### src/rtl/regfile_pkg.sv
// Shared types and defaults for the register-file access scheduler.
package regfile_pkg;

  localparam int DATA_W     = 64;
  localparam int ADDR_W     = 5;
  localparam int NREGS      = 32;
  localparam int STARVE_MAX = 4;

  typedef enum logic [1:0] {
    OP_WRITE = 2'b00,
    OP_READ  = 2'b01,
    OP_DUMP  = 2'b10,
    OP_RSVD  = 2'b11
  } host_op_t;

  typedef enum logic [1:0] {
    ST_IDLE    = 2'b00,
    ST_WRITE   = 2'b01,
    ST_CAPTURE = 2'b10,
    ST_RESP    = 2'b11
  } host_state_t;

  // Counter width able to hold the value STARVE_MAX itself.
  function automatic int cnt_width(input int max_val);
    return (max_val < 1) ? 1 : $clog2(max_val + 1);
  endfunction

endpackage

### src/rtl/rr_arb2.sv
// 2-way round-robin arbiter. The grant is combinational; the priority
// pointer is registered and moves away from whichever side was granted.
// i_hold masks all requests for the current cycle.
module rr_arb2 (
  input  logic       clk,
  input  logic       rst,
  input  logic [1:0] i_req,
  input  logic       i_hold,
  output logic [1:0] o_gnt
);

  logic       r_prio1;   // 1: requester 1 wins a tie, 0: requester 0 wins
  logic [1:0] w_req;

  // Grant selection: single requester wins outright, ties follow the pointer.
  always_comb begin
    w_req = i_hold ? 2'b00 : i_req;
    o_gnt = 2'b00;
    if (w_req == 2'b11) begin
      o_gnt = r_prio1 ? 2'b10 : 2'b01;
    end else begin
      o_gnt = w_req;
    end
  end

  // Priority pointer: after a grant the other side gets the next tie.
  always_ff @(posedge clk) begin
    if (rst) begin
      r_prio1 <= 1'b0;
    end else if (o_gnt[0]) begin
      r_prio1 <= 1'b1;
    end else if (o_gnt[1]) begin
      r_prio1 <= 1'b0;
    end else begin
      r_prio1 <= r_prio1;
    end
  end

endmodule

### src/rtl/regfile_port_sched.sv
// Access scheduler for the 32x64 register file: round-robin sharing of the
// pipeline write port between two writeback requesters, plus a host FSM
// driving the host port for single writes, single reads and full dumps.
module regfile_port_sched
  import regfile_pkg::*;
#(
  parameter int P_DATA_W     = DATA_W,
  parameter int P_ADDR_W     = ADDR_W,
  parameter int P_NREGS      = NREGS,
  parameter int P_STARVE_MAX = STARVE_MAX
) (
  input  logic                clk,
  input  logic                rst,
  input  logic                wb0_valid,
  output logic                wb0_ready,
  input  logic [P_ADDR_W-1:0] wb0_addr,
  input  logic [P_DATA_W-1:0] wb0_data,
  input  logic                wb1_valid,
  output logic                wb1_ready,
  input  logic [P_ADDR_W-1:0] wb1_addr,
  input  logic [P_DATA_W-1:0] wb1_data,
  input  logic                host_cmd_valid,
  output logic                host_cmd_ready,
  input  logic [1:0]          host_cmd_op,
  input  logic [P_ADDR_W-1:0] host_cmd_addr,
  input  logic [P_DATA_W-1:0] host_cmd_data,
  output logic                host_rsp_valid,
  input  logic                host_rsp_ready,
  output logic [P_ADDR_W-1:0] host_rsp_addr,
  output logic [P_DATA_W-1:0] host_rsp_data,
  output logic                host_rsp_last,
  output logic                rf_wena,
  output logic [P_ADDR_W-1:0] rf_waddr,
  output logic [P_DATA_W-1:0] rf_wdata,
  output logic                rf_swena,
  output logic [P_ADDR_W-1:0] rf_swaddr,
  output logic [P_DATA_W-1:0] rf_swdata,
  input  logic [P_DATA_W-1:0] rf_dff
);

  localparam int CNT_W = cnt_width(P_STARVE_MAX);
  localparam logic [P_ADDR_W-1:0] LAST_ADDR = P_ADDR_W'(P_NREGS - 1);
  localparam logic [CNT_W-1:0]    CNT_MAX   = CNT_W'(P_STARVE_MAX);

  host_state_t         r_state;
  host_state_t         w_state_nxt;
  logic [P_ADDR_W-1:0] r_addr;
  logic [P_DATA_W-1:0] r_data;
  logic [P_DATA_W-1:0] r_rsp_data;
  logic                r_dump;
  logic [CNT_W-1:0]    r_blk_cnt;

  logic [1:0]          w_gnt;
  logic                w_wb_xfer;
  logic [P_ADDR_W-1:0] w_waddr;
  logic                w_starve;
  logic                w_conflict;
  logic                w_cmd_acc;
  logic                w_rsp_hs;
  logic                w_last;
  logic                w_swena;

  // While a starved host write is pending, both writebacks are held off.
  assign w_starve = (r_state == ST_WRITE) && (r_blk_cnt == CNT_MAX);

  rr_arb2 u_wb_arb (
    .clk    (clk),
    .rst    (rst),
    .i_req  ({wb1_valid, wb0_valid}),
    .i_hold (w_starve),
    .o_gnt  (w_gnt)
  );

  // Writeback port mux: granted requester's fields, zero when idle.
  always_comb begin
    w_wb_xfer = |w_gnt;
    w_waddr   = w_gnt[1] ? wb1_addr : wb0_addr;
    wb0_ready = w_gnt[0];
    wb1_ready = w_gnt[1];
    rf_wena   = w_wb_xfer;
    if (w_wb_xfer) begin
      rf_waddr = w_waddr;
      rf_wdata = w_gnt[1] ? wb1_data : wb0_data;
    end else begin
      rf_waddr = {P_ADDR_W{1'b0}};
      rf_wdata = {P_DATA_W{1'b0}};
    end
  end

  // Host FSM next state and host-side outputs.
  always_comb begin
    w_state_nxt = r_state;
    w_swena     = 1'b0;
    w_cmd_acc   = (r_state == ST_IDLE) && host_cmd_valid;
    w_rsp_hs    = (r_state == ST_RESP) && host_rsp_ready;
    w_last      = (r_state == ST_RESP) && (!r_dump || (r_addr == LAST_ADDR));
    w_conflict  = w_wb_xfer && (w_waddr == r_addr);
    case (r_state)
      ST_IDLE: begin
        if (w_cmd_acc) begin
          case (host_op_t'(host_cmd_op))
            OP_WRITE: w_state_nxt = ST_WRITE;
            OP_READ:  w_state_nxt = ST_CAPTURE;
            OP_DUMP:  w_state_nxt = ST_CAPTURE;
            default:  w_state_nxt = ST_IDLE;
          endcase
        end else begin
          w_state_nxt = ST_IDLE;
        end
      end
      ST_WRITE: begin
        if (!w_conflict) begin
          w_swena     = 1'b1;
          w_state_nxt = ST_IDLE;
        end else begin
          w_state_nxt = ST_WRITE;
        end
      end
      ST_CAPTURE: w_state_nxt = ST_RESP;
      ST_RESP: begin
        if (w_rsp_hs) begin
          w_state_nxt = (r_dump && !w_last) ? ST_CAPTURE : ST_IDLE;
        end else begin
          w_state_nxt = ST_RESP;
        end
      end
      default: w_state_nxt = ST_IDLE;
    endcase

    host_cmd_ready = (r_state == ST_IDLE);
    host_rsp_valid = (r_state == ST_RESP);
    host_rsp_last  = w_last;
    host_rsp_addr  = (r_state == ST_RESP) ? r_addr : {P_ADDR_W{1'b0}};
    host_rsp_data  = (r_state == ST_RESP) ? r_rsp_data : {P_DATA_W{1'b0}};
    rf_swena       = w_swena;
    rf_swaddr      = ((r_state == ST_WRITE) || (r_state == ST_CAPTURE)) ? r_addr : {P_ADDR_W{1'b0}};
    rf_swdata      = (r_state == ST_WRITE) ? r_data : {P_DATA_W{1'b0}};
  end

  // Host FSM state register.
  always_ff @(posedge clk) begin
    if (rst) begin
      r_state <= ST_IDLE;
    end else begin
      r_state <= w_state_nxt;
    end
  end

  // Host datapath: latched command, dump address walk, blocked counter, read data.
  always_ff @(posedge clk) begin
    if (rst) begin
      r_addr     <= {P_ADDR_W{1'b0}};
      r_data     <= {P_DATA_W{1'b0}};
      r_rsp_data <= {P_DATA_W{1'b0}};
      r_dump     <= 1'b0;
      r_blk_cnt  <= {CNT_W{1'b0}};
    end else begin
      case (r_state)
        ST_IDLE: begin
          if (w_cmd_acc) begin
            r_addr    <= (host_op_t'(host_cmd_op) == OP_DUMP) ? {P_ADDR_W{1'b0}} : host_cmd_addr;
            r_data    <= host_cmd_data;
            r_dump    <= (host_op_t'(host_cmd_op) == OP_DUMP);
            r_blk_cnt <= {CNT_W{1'b0}};
          end
        end
        ST_WRITE: begin
          // A starved cycle never conflicts, so the counter stops at its max.
          if (w_swena) begin
            r_blk_cnt <= {CNT_W{1'b0}};
          end else begin
            r_blk_cnt <= r_blk_cnt + {{(CNT_W-1){1'b0}}, 1'b1};
          end
        end
        ST_CAPTURE: begin
          r_rsp_data <= rf_dff;
        end
        ST_RESP: begin
          if (w_rsp_hs && r_dump && !w_last) begin
            r_addr <= r_addr + {{(P_ADDR_W-1){1'b0}}, 1'b1};
          end else if (w_rsp_hs && w_last) begin
            r_dump <= 1'b0;
          end
        end
        default: begin
          r_dump <= 1'b0;
        end
      endcase
    end
  end

endmodule

### config.mk
export PLATFORM = sky130hd
export DESIGN_NAME = regfile_port_sched
export DESIGN_NICKNAME = d
export VERILOG_FILES = /design/src/rtl/regfile_pkg.sv /design/src/rtl/rr_arb2.sv /design/src/rtl/regfile_port_sched.sv
export SDC_FILE = /design/constraint.sdc
export NUM_CORES = 1
export LEC_CHECK = 0
export CAP_MARGIN = 30
export CORE_AREA = 2 2 192 194
export DETAILED_ROUTE_END_ITERATION = 10
export DIE_AREA = 0 0 194 196
export GPL_TIMING_DRIVEN = 0
export SETUP_SLACK_MARGIN = 0.3
export SLEW_MARGIN = 10
export SYNTH_ARGS = -nofsm -noshare
export SYNTH_HDL_FRONTEND = slang
export SYNTH_SLANG_ARGS = --single-unit
export TNS_END_PERCENT = 20
### constraint.sdc
create_clock -name clk -period 2.28 [get_ports clk]
set_input_delay 0.228 -clock clk [delete_from_list [all_inputs] [get_ports clk]]
set_output_delay 0.228 -clock clk [all_outputs]
set_load 0.01 [all_outputs]
== Yosys cells after proc, flatten, opt, wreduce, memory -nomap -nowiden ==
Index checks and enable logic that the tools add are counted.

* $add $sub $neg: 2
* Equal/unequal tests: 13
* Muxes and demuxes: 32
* Reductions and logical operators: 24

{| class="wikitable"
|+ Operator list
! cell !! number
|-
| $mux 64 || 4
|-
| $mux 5 || 7
|-
| $mux 2 || 6
|-
| $pmux 5 s2 || 1
|-
| $logic_and 1x1->1 || 9
|-
| $eq 2x2->1 const B || 4
|-
| $mux 1 || 8
|-
| $pmux 2 s4 || 1
|-
| $mux 3 || 2
|-
| $ne 2x1->1 const B || 3
|-
| $pmux 3 s2 || 1
|-
| $reduce_bool 2->1 || 3
|-
| $add 5x1->5 const B || 1
|-
| $eq 5x5->1 || 1
|-
| $eq 5x5->1 const B || 1
|-
| $eq 2x1->1 const B || 2
|-
| $logic_not 2->1 || 2
|-
| $pmux 2 s2 || 1
|-
| $reduce_and 2->1 || 2
|-
| $reduce_and 4->1 || 1
|-
| $reduce_or 2->1 || 2
|-
| $add 3x1->3 const B || 1
|-
| $eq 3x3->1 const B || 1
|-
| $reduce_and 3->1 || 1
|-
| other kinds (4) || 6
|}

* Bits in registers: 140
* Input bits: 279
* Logic and storage cells: 78

== Depth between registers and ports, before layout ==
Gate-level depths: netlist of run 1.

* Depth in word-level cells: 12
* Depth in mapped cells: 9
* Gate-level depth less buffers: 9

== By module ==
From an unflattened synthesis of run 1, not the netlist that was laid out.

* Cells, all modules: 942
* Area total of the unflattened synthesis: 7169.4 um2

{| class="wikitable"
|+ Modules (own cells, without submodules)
! module !! instances !! cells an instance !! area each (um2)
|-
| regfile_port_sched || 1 || 934 || 7101.8
|-
| rr_arb2 || 1 || 8 || 67.6
|}

== Least setup slack after synthesis of run 1 ==
No wires, ideal clock.

* Kind: reg2reg
* Start point: reg r_addr[0]
* End point: reg r_addr[2]
* Arrival: 1.910 ns
* Required time: 2.194 ns
* Setup slack: 0.284 ns
* Stages on the path, launching flop included: 10
* Period minus slack after synthesis: 1.996 ns
* Cells stage by stage: dfxtp_1 ha_1 and3_1 ha_1 nand2b_1 nand2_1 inv_1 a211oi_2 a21oi_1 a211oi_1

* Cells in the longest elaborated chain, start to end: 7
* Elaborated cells on any way between the ends: 10
* Classes of those cells: add/sub (1); eq/ne (2); mux (2); reduce/logical (5)

{| class="wikitable"
|+ Ends and longest elaborated chain
! what !! RTL line !! text
|-
| start: declaration || regfile_port_sched.sv:47 || <nowiki>logic [P_ADDR_W-1:0] r_addr;</nowiki>
|-
| start signal: assignment || regfile_port_sched.sv:152 || <nowiki>r_addr <= {P_ADDR_W{1'b0}};</nowiki>
|-
| start signal: assignment || regfile_port_sched.sv:161 || <nowiki>r_addr <= (host_op_t'(host_cmd_op) == OP_DUMP) ? {P_ADDR_W{1'b0}} : host_cmd_addr;</nowiki>
|-
| start signal: assignment || regfile_port_sched.sv:180 || <nowiki>r_addr <= r_addr + {{(P_ADDR_W-1){1'b0}}, 1'b1};</nowiki>
|-
| $eq 5x5->1 || regfile_port_sched.sv:96 || <nowiki>w_last = (r_state == ST_RESP) && (!r_dump || (r_addr == LAST_ADDR));</nowiki>
|-
| $logic_or 1x1->1 || regfile_port_sched.sv:96 ||
|-
| $logic_and 1x1->1 || regfile_port_sched.sv:96 ||
|-
| named net host_rsp_last || regfile_port_sched.sv:31 || <nowiki>output logic host_rsp_last,</nowiki>
|-
| $logic_not 1->1 || regfile_port_sched.sv:179 || <nowiki>if (w_rsp_hs && r_dump && !w_last) begin</nowiki>
|-
| $logic_and 1x1->1 || regfile_port_sched.sv:179 ||
|-
| $ne 2x1->1 (no source line) || - ||
|-
| $reduce_and 3->1 (no source line) || - ||
|}

The timed path passes the listed nets, and every way through them passes these cells. The select of a mux whose other input is x is not followed.
A chain may end at the register's enable or synchronous reset.

== Final worst setup path of run 1 ==
* Start point: reg r_state[1]
* End point: out rf_wdata[9]

* Cells in the longest elaborated chain, start to end: 7
* Elaborated cells on any way between the ends: 8
* Classes of those cells: eq/ne (2); mux (4); reduce/logical (2)

{| class="wikitable"
|+ Ends and longest elaborated chain
! what !! RTL line !! text
|-
| start: declaration || regfile_port_sched.sv:45 || <nowiki>host_state_t r_state;</nowiki>
|-
| start signal: assignment || regfile_port_sched.sv:145 || <nowiki>r_state <= w_state_nxt;</nowiki>
|-
| $eq 2x1->1 * || regfile_port_sched.sv:64 || <nowiki>assign w_starve = (r_state == ST_WRITE) && (r_blk_cnt == CNT_MAX);</nowiki>
|-
| $logic_and 1x1->1 * || regfile_port_sched.sv:64 ||
|-
| $mux 2 * || rr_arb2.sv:17 || <nowiki>w_req = i_hold ? 2'b00 : i_req;</nowiki>
|-
| $eq 2x2->1 || rr_arb2.sv:19 || <nowiki>if (w_req == 2'b11) begin</nowiki>
|-
| $mux 2 * || rr_arb2.sv:19 ||
|-
| $mux 64 / $reduce_or 2->1 (equally long branches) || regfile_port_sched.sv:83, regfile_port_sched.sv:76 ||
|-
| $mux 64 * || regfile_port_sched.sv:81 || <nowiki>if (w_wb_xfer) begin</nowiki>
|-
| end: declaration || regfile_port_sched.sv:34 || <nowiki>output logic [P_DATA_W-1:0] rf_wdata,</nowiki>
|}

Every way passes the cells marked *; elsewhere a longest branch is shown, timed or not.

==> results of run 1 <==
[state kept, by name, indices dropped and copies added (netlist names)]
signal            flops
r_addr                5
r_dump                1
r_data               64
r_rsp_data           64
u_wb_arb.r_prio1      1
r_state               2
r_blk_cnt             3
[repair_timing]
item,in CTS,in global routing
hold buffers,0,0
setup buffers,10,3
setup endpoints to repair,273,328
gates cloned,3,1
pin swaps,45,43
gates resized for setup,568,89
[critical path, delay by kind of cell, from the launching register on]
kind	cells	cell delay, ps
and+or+nand+nor	2	230
DFF	1	330
adders and majority gates	1	170
AOI/OAI and AO/OA	1	240
buffers and inverters	7	830
[routing by layer]
metal  up-vias  GRT usage  share of wire
met5         -          0        0.00064
met3        55    0.05020          0.061
li1       3970          -              -
met1      3777     0.1862           0.37
met4         4    0.08866          0.040
met2       318     0.3419           0.53
[worst paths after layout]
kind / slack, ps / startpoint / end
worst min register to register: 450 / r_data[32] / r_data[32]
worst max-delay path: -190 / r_state[1] / rf_wdata[9]
worst max register to register: 150 / r_state[1] / r_state[0]
worst min-delay path: 320 / wb1_valid / u_wb_arb.r_prio1
[placed cells by master (no fill, tap or decap), types with 5 or more instances in the layout]
cell	count
and2_1	137
buf_8	6
clkbuf_4	13
nand2b_1	5
buf_4	15
buf_2	57
clkbuf_16	19
clkdlybuf4s15_2	31
a22o_1	58
a22o_4	6
clkbuf_1	23
ha_4	5
nand2_1	143
mux2i_1	65
nor2b_1	7
dlymetal6s2s_1	9
clkbuf_2	16
nor2_1	71
diode_2	10
clkbuf_8	8
dfxtp_1	134
clkdlybuf4s50_1	347
inv_1	16
a21oi_1	72
dlygate4sd2_1	16
buf_6	31
[report_power, final]
group | switching (mW) | internal, mW
combinational | 0.895 | 1.08
sequential | 0.119 | 2.65
clock | 1.14 | 1.84
total | 2.16 | 5.57
[kinds of logic (layout without fill, tap and decap cells)]
logic type / Yosys count / count (layout) / synth area share
multiplexers: 66 / 66 / 0.09347
adder cells (fa/ha/maj): 10 / 10 / 0.01770
other: 0 / 10 / 0
XOR/XNOR: 1 / 1 / 0.001239
AND/OR/NAND/NOR: 391 / 391 / 0.2730
flip-flops: 140 / 140 / 0.3965
AO/OA/AOI/OAI: 168 / 168 / 0.1666
buffers and inverters: 90 / 629 / 0.05151
[area by class of cell]
| class | count | area [um2] |
|---|---|---|
| fillers | 3721 | 22430 |
| repair buffers | 507 | 4828 |
| multi-input cells | 636 | 4141 |
| flip-flops and latches | 140 | 2815 |
| well taps | 468 | 585.6 |
| plain buffers | 70 | 554.3 |
| clock buffers | 18 | 429.2 |
| clock inverters | 14 | 193.9 |
| inverters | 20 | 82.58 |
| diodes | 10 | 25.02 |
==> results.py, run 1 <==
metrics = {
    "sta": {
        "drv_slew": 0,
        "fin_skew_ps": 10.02,
        "tightestPinTransition_ps": 778.4,
        "rsz0062_at_grt": "yes",
        "hold_viol": 0,
        "finalCriticalPeriod_ps": 2467,
        "finalSetupTns_ps": -7980,
        "finalSetupViolCount": 107,
        "fmax_mhz": 405.3,
        "fin_hold_ws_ps": 315.2,
        "max_slew_margin": 0.4811,
        "post-route-period-util": 1.082,
        "fin_ws_ps": -187.1,
    },
    "clock_network": {
        "root_buffer": "clkbuf_16",
        "h-tree-depth": 4,
        "numClockSinks": 140,
        "clk_latency_ps": 420,
        "cts_tree": "done",
        "cts_buffer_depth": 2,
        "cts_buffers": 17,
        "path_clk_slew_ps": 70,
    },
    "final_layout": {
        "areaGrowthSynthToFinish_pct": 93.20,
        "nets": 1681,
        "final_util": 0.3784,
        "stdcell_count": 1883,
        "drive_gt1_frac": 0.1858,
        "postLayoutCellArea_um2": 13660,
    },
    "power_and_ir_drop": {
        "max-vdd-ir-drop_v": 0.0004419,
        "finalPower_mw": 7.725,
        "p_per_area_nw_per_um2": 565.7,
        "leakagePower_nw": 5.645,
    },
    "route": {
        "ant_nets": 0,
        "wl_per_cell_um": 19.20,
        "dr.pass1.iters": 4,
        "vias": 8124,
        "wirelength_um": 36150,
        "via_per_inst": 4.314,
        "drtIter0Drc": 217,
        "drc": 0,
    },
    "worst_setup_path": {
        "path_class": "register to primary output",
        "reg2reg_depth": 10,
        "path_cells": "inv_2, ha_4, and3_4, buf_6, nor2_4, buf_12, buf_8, buf_6, buf_6, a22o_1, buf_6",
        "cp.required_ps": 2050,
        "cp_slowest_stage_delay_ps": 330,
        "cp-start-kind": "register",
        "crit_top_cell": "buf_6",
        "critPathMaxFanout": 5,
        "cp.arrival_ps": 2240,
        "slowest_stage": "dfxtp_2",
        "crit_path_end_kind": "primary output",
    },
    "placement": {
        "dp.cells": 1824,
        "place_area_um2": 12570,
        "place_congestion": 0.9841,
        "place_hpwl_um": 29260,
        "port_buffers": 490,
        "dp_slack_ps": -951.8,
    },
    "global_route": {
        "grt_max_degree": 17,
        "grt_pass1_vias": 8358,
        "track_usage": 0.1824,
        "gr-total-overflow": 0,
        "antenna_found_initial": 13,
        "grt_pass1_wl_um": 52170,
    },
    "floorplanning": {
        "row_count": 70,
        "die_area_um2": 38020,
        "fp.dieH_um": 196,
        "start_util": 0.1959,
        "fp.dieW_um": 194,
        "core_um2": 36080,
        "ios": 493,
    },
    "logic_synthesis": {
        "synth_top_area_frac": 0.3965,
        "synth_top_cell_by_area": "dfxtp_1",
        "synth.avg_cell_area_um2": 8.162,
        "ys.flop_type": "dfxtp_1",
        "synthTopCellsByArea": "dfxtp_1 40%, and2_1 12%, mux2i_1 9.3%",
        "yosysUniqueCellTypes": 47,
        "ys_ff_latch": 140,
        "synth_warnings": 0,
        "synth-edff-count": 0,
        "synth_seq_area_share": 0.3965,
        "syn_area_um2": 7068,
        "synthesis.nets": 1155,
        "ys_async_sr_fraction": 0,
        "yosysMostFrequentCell": "nand2_1",
        "syn_inst": 866,
        "synth_commonest_cells": "145 x nand2_1, 140 x dfxtp_1, 137 x and2_1",
    },
    "outcome": {
        "status": "complete, but fails checks",
        "violations": "setup timing",
    },
    "worst_hold_path": {
        "hp-class": "input pin to register",
        "holdPathStages": 4,
    },
    "flow_run": {
        "cap_violations": 0,
    },
}
No activity file was read; power rests on OpenSTA's default activity.
==> inputs of run 2 (changes only) <==
CORE_AREA = 10 10 184 186   (was 2 2 192 194)
==> run 2 against run 1 <==
- the flow still finishes with violations (setup timing)
- utilization rose by 7.0 points
- design area decreased by 0.50%
- via count decreased by 1.2%
- highest routed layer unchanged
- power is 0.24% lower
- clock skew is 0.52 ps lower
- setup slack improved by 80 ps
- die area did not move
- register-to-register slack gained 140 ps
- clock power is 2% lower
- critical endpoint is now rf_wdata[57]
- combinational power grew 2%
- sequential power is essentially flat
- fmax grew 3.4%
==> results.py, run 2 (synthesized netlist as in run 1, its figures left out) <==
metrics = {
    "outcome": {
        "status": "complete, but fails checks",
        "violations": "setup timing",
    },
    "worst_setup_path": {
        "path_class": "register to primary output",
        "r2r-end": "r_state[0]",
        "critPathMaxFanout": 7,
        "slowest_stage": "dfxtp_2",
        "path_cells": "inv_2, ha_4, and3_4, buf_6, nor2_4, buf_12, buf_6, buf_12, a22o_4, buf_6",
        "r2r_start": "r_state[1]",
        "crit_top_cell": "buf_6",
        "cp-start-kind": "register",
        "cp.arrival_ps": 2160,
        "reg2reg_depth": 9,
        "crit_path_end_kind": "primary output",
        "regToRegSetupSlack_ps": 290,
        "cp_slowest_stage_delay_ps": 330,
        "cp.required_ps": 2050,
    },
    "route": {
        "ant_nets": 0,
        "wirelength_um": 37840,
        "drc": 0,
        "wl_per_cell_um": 20.95,
        "dr.pass1.iters": 4,
        "via_per_inst": 4.443,
        "vias": 8024,
        "drtIter0Drc": 249,
    },
    "final_layout": {
        "areaGrowthSynthToFinish_pct": 92.25,
        "fillCellCount": 3047,
        "nets": 1683,
        "final_common_cell": "clkdlybuf4s50_1",
        "drive_gt1_frac": 0.2183,
        "reg_top3": "r_data: 64 flops, r_rsp_data: 64 flops, r_addr: 5 flops",
        "layout_common_cells": "289 x clkdlybuf4s50_1, 143 x nand2_1, 135 x and2_1",
        "final_util": 0.4489,
    },
    "clock_network": {
        "clk_latency_ps": 420,
        "cts_buffers": 17,
        "path_clk_slew_ps": 70,
        "root_buffer": "clkbuf_16",
        "numClockSinks": 140,
        "cts_buffer_depth": 2,
        "cts_tree": "done",
        "h-tree-depth": 4,
    },
    "placement": {
        "port_buffers": 490,
        "place_hpwl_um": 30980,
        "place_congestion": 0.9277,
    },
    "worst_hold_path": {
        "worst_hold_startpoint": "wb1_valid",
        "holdPathStages": 4,
        "hp-class": "input pin to register",
        "holdPathEnd": "u_wb_arb.r_prio1",
    },
    "power_and_ir_drop": {
        "p_per_area_nw_per_um2": 567.2,
        "max-vdd-ir-drop_v": 0.0004750,
        "leakagePower_nw": 6.082,
        "finalPower_mw": 7.707,
    },
    "sta": {
        "max_slew_margin": 0.5006,
        "fin_hold_ws_ps": 307.3,
        "finalCriticalPeriod_ps": 2387,
        "fin_skew_ps": 9.502,
        "fin_ws_ps": -107.0,
        "post-route-period-util": 1.047,
        "hold_viol": 0,
        "rsz0062_at_grt": "yes",
        "tightestPinTransition_ps": 749.1,
        "fmax_mhz": 418.9,
        "finalSetupViolCount": 15,
        "finalSetupTns_ps": -722.4,
        "drv_slew": 0,
    },
    "global_route": {
        "grt_max_degree": 17,
        "antenna_found_initial": 6,
        "grt_pass1_wl_um": 55140,
        "grt_pass1_vias": 8216,
        "gr-total-overflow": 0,
        "track_usage": 0.1881,
    },
    "floorplanning": {
        "row_count": 64,
        "die_area_um2": 38020,
        "start_util": 0.2335,
        "fp.dieH_um": 196,
        "ios": 493,
        "fp.dieW_um": 194,
        "core_um2": 30270,
    },
    "flow_run": {
        "cap_violations": 0,
    },
}
==> run 2: changes by cell type in the layout (fill, tap and decap cells not counted), moves of 3 or more <==
cell	delta
diode_2	-6
buf_12	+3
a22o_4	+3
clkdlybuf4s50_1	-58
buf_6	+19
clkbuf_2	+19
clkbuf_4	-7
dlymetal6s2s_1	+18
dlygate4sd2_1	-4
buf_4	+8
a22o_1	-3
inv_6	+3
==> run 2: final cells by class <==
type                       count  area [um2]  share of cell area
buffer                        70       579.3             0.04263
clock inverter                12       161.4             0.01188
tap                          396       495.5             0.03646
antenna                        4       10.01           0.0007366
timing repair buffer         509        4836              0.3559
multi-input combinational    636        4165              0.3065
sequential                   140        2818              0.2074
clock buffer                  19       442.9             0.03260
inverter                      20       80.08            0.005893
==> run 2: where the power goes <==
part / switching (mW) / internal [mW] / total [mW] / leakage, nW
Clock: 1.16 / 1.76 / 2.92 / 0.287
Combinational: 0.895 / 1.13 / 2.02 / 4.65
Sequential: 0.112 / 2.65 / 2.76 / 1.15
Total: 2.17 / 5.54 / 7.71 / 6.08
==> run 2: through the flow <==
stage | instance area (um2) | setup WS, ps | cells
finish | 13590 | -107.0 | 1806
global route | 13590 | -173.1 | 1806
CTS | 13460 | -119.4 | 1796
detailed placement | 12480 | -767.9 | 1752
global placement | 12480 | -747.7 | 1752
floorplan | 7076 | 293.1 | 866
==> run 2: routing by layer <==
metal	vias up	global-route usage	share of wire
li1	3967	-	-
met1	3722	0.1929	0.37
met2	301	0.3568	0.54
met3	32	0.05610	0.070
met4	2	0.05956	0.026
met5	-	0	0.00034
==> run 2: worst max-delay path, delay by kind of cell (launching register included) <==
family | cells | cell delay [ps]
flip-flops | 1 | 330
buffers and inverters | 6 | 720
AO/OA/AOI/OAI | 1 | 270
adder cells (fa/ha/maj) | 1 | 180
AND/OR/NAND/NOR | 2 | 250
==> run 2: worst max-delay path by stage <==
stage	depth (start not counted)	start	endpoint
6_report	10	r_state[1]	rf_wdata[57]
5_1_grt	10	r_state[1]	rf_wdata[57]
4_1_cts	9	r_state[1]	rf_wdata[12]
3_5_place_dp	9	r_state[1]	rf_wdata[24]
3_3_place_gp	9	r_state[1]	rf_wdata[24]
2_1_floorplan	8	r_state[1]	rf_wdata[22]
==> run 2: repair_timing <==
item | in CTS | in global routing
setup buffers | 12 | 6
hold buffers | 0 | 0
endpoints found under the setup margin | 272 | 317
gates resized for setup | 644 | 226
pin swaps | 45 | 33
gates cloned | 1 | 0
==> inputs of run 3 (changes only) <==
PLACE_DENSITY_LB_ADDON = 0.25   (was unset)
==> run 3 against run 2 <==
- the flow still finishes with violations (setup timing)
- die area did not move
- non-clock buffer count up 2
- utilization shrank 1.3 points
- sequential share of layout area up 0.62 points
- critical path type unchanged
- critical endpoint unchanged
- largest cell class unchanged
==> results.py, run 3 (synthesized netlist as in run 1, its figures left out) <==
metrics = {
    "global_route": {
        "grt_pass1_wl_um": 56020,
        "grt_max_degree": 17,
        "gr-total-overflow": 0,
        "track_usage": 0.1929,
        "antenna_found_initial": 9,
        "grt_pass1_vias": 8305,
    },
    "route": {
        "wl_per_cell_um": 21.35,
        "vias": 8074,
        "wirelength_um": 38630,
        "via_per_inst": 4.463,
        "drtIter0Drc": 277,
        "ant_nets": 0,
        "dr.pass1.iters": 4,
        "drc": 0,
    },
    "sta": {
        "max_slew_margin": 0.5035,
        "drv_slew": 0,
        "finalCriticalPeriod_ps": 2359,
        "finalSetupTns_ps": -738.5,
        "hold_viol": 0,
        "fmax_mhz": 423.9,
        "finalSetupViolCount": 21,
        "rsz0062_at_grt": "yes",
        "fin_ws_ps": -78.92,
        "post-route-period-util": 1.035,
        "fin_skew_ps": 14.29,
        "tightestPinTransition_ps": 744.7,
    },
    "worst_setup_path": {
        "cp-start-kind": "register",
        "cp.arrival_ps": 2130,
        "critPathMaxFanout": 6,
        "path_class": "register to primary output",
        "cp.required_ps": 2050,
        "crit_path_end_kind": "primary output",
        "regToRegSetupSlack_ps": 240,
    },
    "power_and_ir_drop": {
        "power_switching_share": 0.3005,
        "finalPower_mw": 7.581,
        "comb_power_share": 0.258,
        "power.share.clock": 0.379,
        "power_frac_seq": 0.363,
        "leakagePower_nw": 6.109,
        "max-vdd-ir-drop_v": 0.0004550,
        "internal-power_mw": 5.302,
        "p_per_area_nw_per_um2": 575.0,
        "switching_power_mw": 2.278,
    },
    "clock_network": {
        "cts_tree": "done",
        "cts_buffer_depth": 2,
        "root_buffer": "clkbuf_16",
        "path_clk_slew_ps": 60,
        "cts_hold_buf": 0,
        "clk_latency_ps": 420,
        "h-tree-depth": 4,
        "numClockSinks": 140,
        "cts_buffers": 17,
    },
    "final_layout": {
        "drive_gt1_frac": 0.2236,
        "stdcell_count": 1809,
        "final_common_cell": "clkdlybuf4s50_1",
        "nets": 1685,
        "areaGrowthSynthToFinish_pct": 86.53,
        "layout_common_cells": "282 x clkdlybuf4s50_1, 144 x nand2_1, 134 x and2_1, 134 x dfxtp_1, 82 x buf_2",
        "reg_top3": "r_data: 64 flops, r_rsp_data: 64 flops, r_addr: 5 flops",
        "postLayoutCellArea_um2": 13180,
    },
    "floorplanning": {
        "fp.dieH_um": 196,
        "ios": 493,
        "fp.dieW_um": 194,
        "start_util": 0.2335,
        "die_area_um2": 38020,
        "row_count": 64,
        "core_um2": 30270,
    },
    "outcome": {
        "violations": "setup timing",
        "status": "complete, but fails checks",
    },
    "placement": {
        "place_hpwl_um": 31990,
        "place_congestion": 0.9668,
        "dp.cells": 1752,
        "port_buffers": 490,
        "dp_slack_ps": -727.3,
        "place_area_um2": 12480,
    },
    "worst_hold_path": {
        "hp-class": "input pin to register",
    },
    "flow_run": {
        "cap_violations": 0,
    },
}
run 3: critical path, cell delays in order (launching register included):
cell     delay (ps)
dfxtp_2         340
inv_2            50
ha_4            160
and3_4          170
buf_6           130
nor2_4          160
buf_8           170
buf_12          120
buf_12          100
a22o_1          160
buf_2           150
run 3: area by class of cell:
type                    instances  area [um2]
well taps                     396       495.5
fillers                      3144       17090
repair buffers                511        4532
multi-input cells             636        4058
plain buffers                  70       596.8
flip-flops and latches        140        2815
clock buffers                  17       425.4
inverters                      20       77.57
diodes                          4       10.01
clock inverters                15       173.9
run 3: worst paths after layout:
kind | from | to | cells after the start
worst max-delay path | r_blk_cnt[0] | rf_wdata[57] | 10
worst min-delay path | wb1_valid | u_wb_arb.r_prio1 | 4
worst min register to register | r_data[51] | r_data[51] | 2
worst max register to register | r_state[0] | r_addr[2] | 7
run 3: through the flow:
stage / util / hold slack, ps
after detailed placement: 0.4122 / 442.0
after CTS: 0.4407 / 294.6
after global placement: 0.4122 / 437.3
after floorplan: - / 364.0
after global routing: 0.4353 / 330.9
final: 0.4356 / 320.9
run 3: metal layers:
layer | vias up | global-route usage | wire length [um]
met5 | - | 0 | 25
met4 | 4 | 0.04104 | 882
met3 | 39 | 0.06104 | 2612
met2 | 303 | 0.3760 | 20780
met1 | 3753 | 0.1950 | 14320
li1 | 3975 | - | -
run 3: timing repair:
item                       in CTS  in global routing
cloned                          0                  2
hold endpoints to repair        0                  0
buffers inserted               11                  8
setup endpoints to repair     271                311
pin swaps                      25                 12
resized for setup             578                282
run 3: power by group through the flow:
stage	combinational [mW]	clock, mW	sequential, mW
after CTS	1.91	2.96	2.75
after floorplan	0.859	0	2.77
after global routing	2.13	3.08	2.78
after global placement	1.86	0	2.79
final	1.96	2.87	2.75
after detailed placement	1.88	0	2.80
==> RTL change (flow settings as in run 3) <==
The package constant `ADDR_W` goes from 5 to 6.
--- a/src/rtl/regfile_pkg.sv
+++ b/src/rtl/regfile_pkg.sv
@@ -4,3 +4,3 @@
   localparam int DATA_W     = 64;
-  localparam int ADDR_W     = 5;
+  localparam int ADDR_W     = 6;
   localparam int NREGS      = 32;
Ports: changed (6 resized); port bits go from 493 to 499. No check against the original RTL was run, so the function may have changed too.
==> RTL change against run 3 <==
- the flow still finishes with violations (setup timing)
- final area increased by 9.1%
- first-iteration DRC count decreased by 5.8%
- synthesized cell count up 1.8%
- highest routed layer unchanged
- worst setup slack got worse by 0.39 ns
- area after synthesis increased by 1.5%
- hold slack improved by 0.024 ns
- power increased by 4.3%
- sequential cell count increased by 1
- wire length is 2.9% higher
==> RTL change: results (changes against run 3) <==
Status:
- The flow ran to the end, but the final reports show violations.
- The checks that failed: setup timing.

Route:
- The DRC violation total after the first TritonRoute iteration was 261 (-5.8%).
- The total via count after detailed routing was 8,512 (+5.4%).

Setup path:
- The cell at the slowest stage of the critical path is a2111oi_4.
- The cell family contributing the most delay on the critical path is compound AO/OA/AOI/OAI gates.
- The largest fanout on the critical path came to 5 (-1).

Placement:
- The weighted congestion reported at the end of routability-driven placement is 1.01 (+4.0%).
- The number of port buffers came to 497 (+1.4%).

Pwr:
- The total leakage power was 6.25 nW (+2.4%).
- The worst ir drop on vdd is 0.415 mV (-8.7%).
- The power of the clock network is 0.00296 W (+3%).
- The proportion of power drawn by combinational gates is 0.274 (+0.016).

Layout:
- The core occupancy in the finished layout is 0.475 (+0.0395).
- The final-layout fill cell count was 2,951 (-6.1%).
- The largest registers in the layout are r_data (64), r_rsp_data (64), r_addr (6).

STA:
- The setup slack of the critical path after layout is -0.469 ns (-0.390 ns).
- The final sum of negative setup slack came to -19.51 ns (-18.78 ns).
- The number of failing setup endpoints in the final timing report was 86 (+310%).

Synth:
- After synthesis, the cell types taking the most area are dfxtp_1 (39%), and2_1 (12%), mux2i_1 (8.9%), a22o_1 (8.4%), nand2_1 (7.7%).
- The number of unique standard cell types used by synthesis is 51 (+8.5%).
- The post-synthesis average cell area came to 8.13 um2 (-0.34%).
- The commonest cells after synthesis are nand2_1 (147), dfxtp_1 (141), and2_1 (140).

Global routing:
- The wire length of the first global-routing pass came to 56,500 um (+0.87%).
- The via count of the first global-routing pass came to 8,687 (+4.6%).
RTL change: path summary, 6_finish.rpt:
| check | from | to | slack, ns | depth (start not counted) |
|---|---|---|---|---|
| max | r_state[1] | rf_swena | -0.47 | 9 |
| min reg2reg | r_data[1] | r_data[1] | 0.45 | 2 |
| max reg2reg | r_state[1] | r_state[0] | -0.20 | 12 |
| min | host_cmd_data[20] | r_data[20] | 0.34 | 3 |
RTL change: routing by layer:
layer | global-route usage | share of wire
met5 | 0 | 0.0017
met2 | 0.368 | 0.54
met3 | 0.0718 | 0.077
met4 | 0.0564 | 0.019
met1 | 0.192 | 0.36
RTL change: worst register-to-register path, cell delays in order, from the launching register on:
cell and delay [ns]:
dfxtp_2 0.34, inv_2 0.05, ha_4 0.16, and3_4 0.16, buf_6 0.12, o31a_1 0.24
or3_4 0.34, a2111oi_4 0.36, buf_4 0.18, buf_6 0.08, buf_6 0.10, nand2_2 0.05
a221oi_2 0.20
RTL change: repair_timing:
action                     in CTS  in global routing
setup endpoints to repair     327                330
setup buffers                  27                 29
pin swaps                      46                 58
resized for setup             755                369
cloned                          6                  5
RTL change: cell type report:
| cell class | count | share of cell area |
|---|---|---|
| Multi-Input combinational cell | 654 | 0.299 |
| Clock buffer | 18 | 0.0298 |
| Buffer | 75 | 0.0526 |
| Clock inverter | 14 | 0.0133 |
| Inverter | 12 | 0.00313 |
| Timing Repair Buffer | 565 | 0.370 |
| Sequential cell | 141 | 0.197 |
| Tap cell | 396 | 0.0345 |
| Antenna cell | 5 | 0.000870 |
RTL change: logic make-up after synthesis:
group,synth area share
compound gates,0.177
xor+xnor,0.00244
fa+ha+maj,0.0157
buf+inv,0.0467
flops,0.393
mux,0.0893
simple gates,0.276
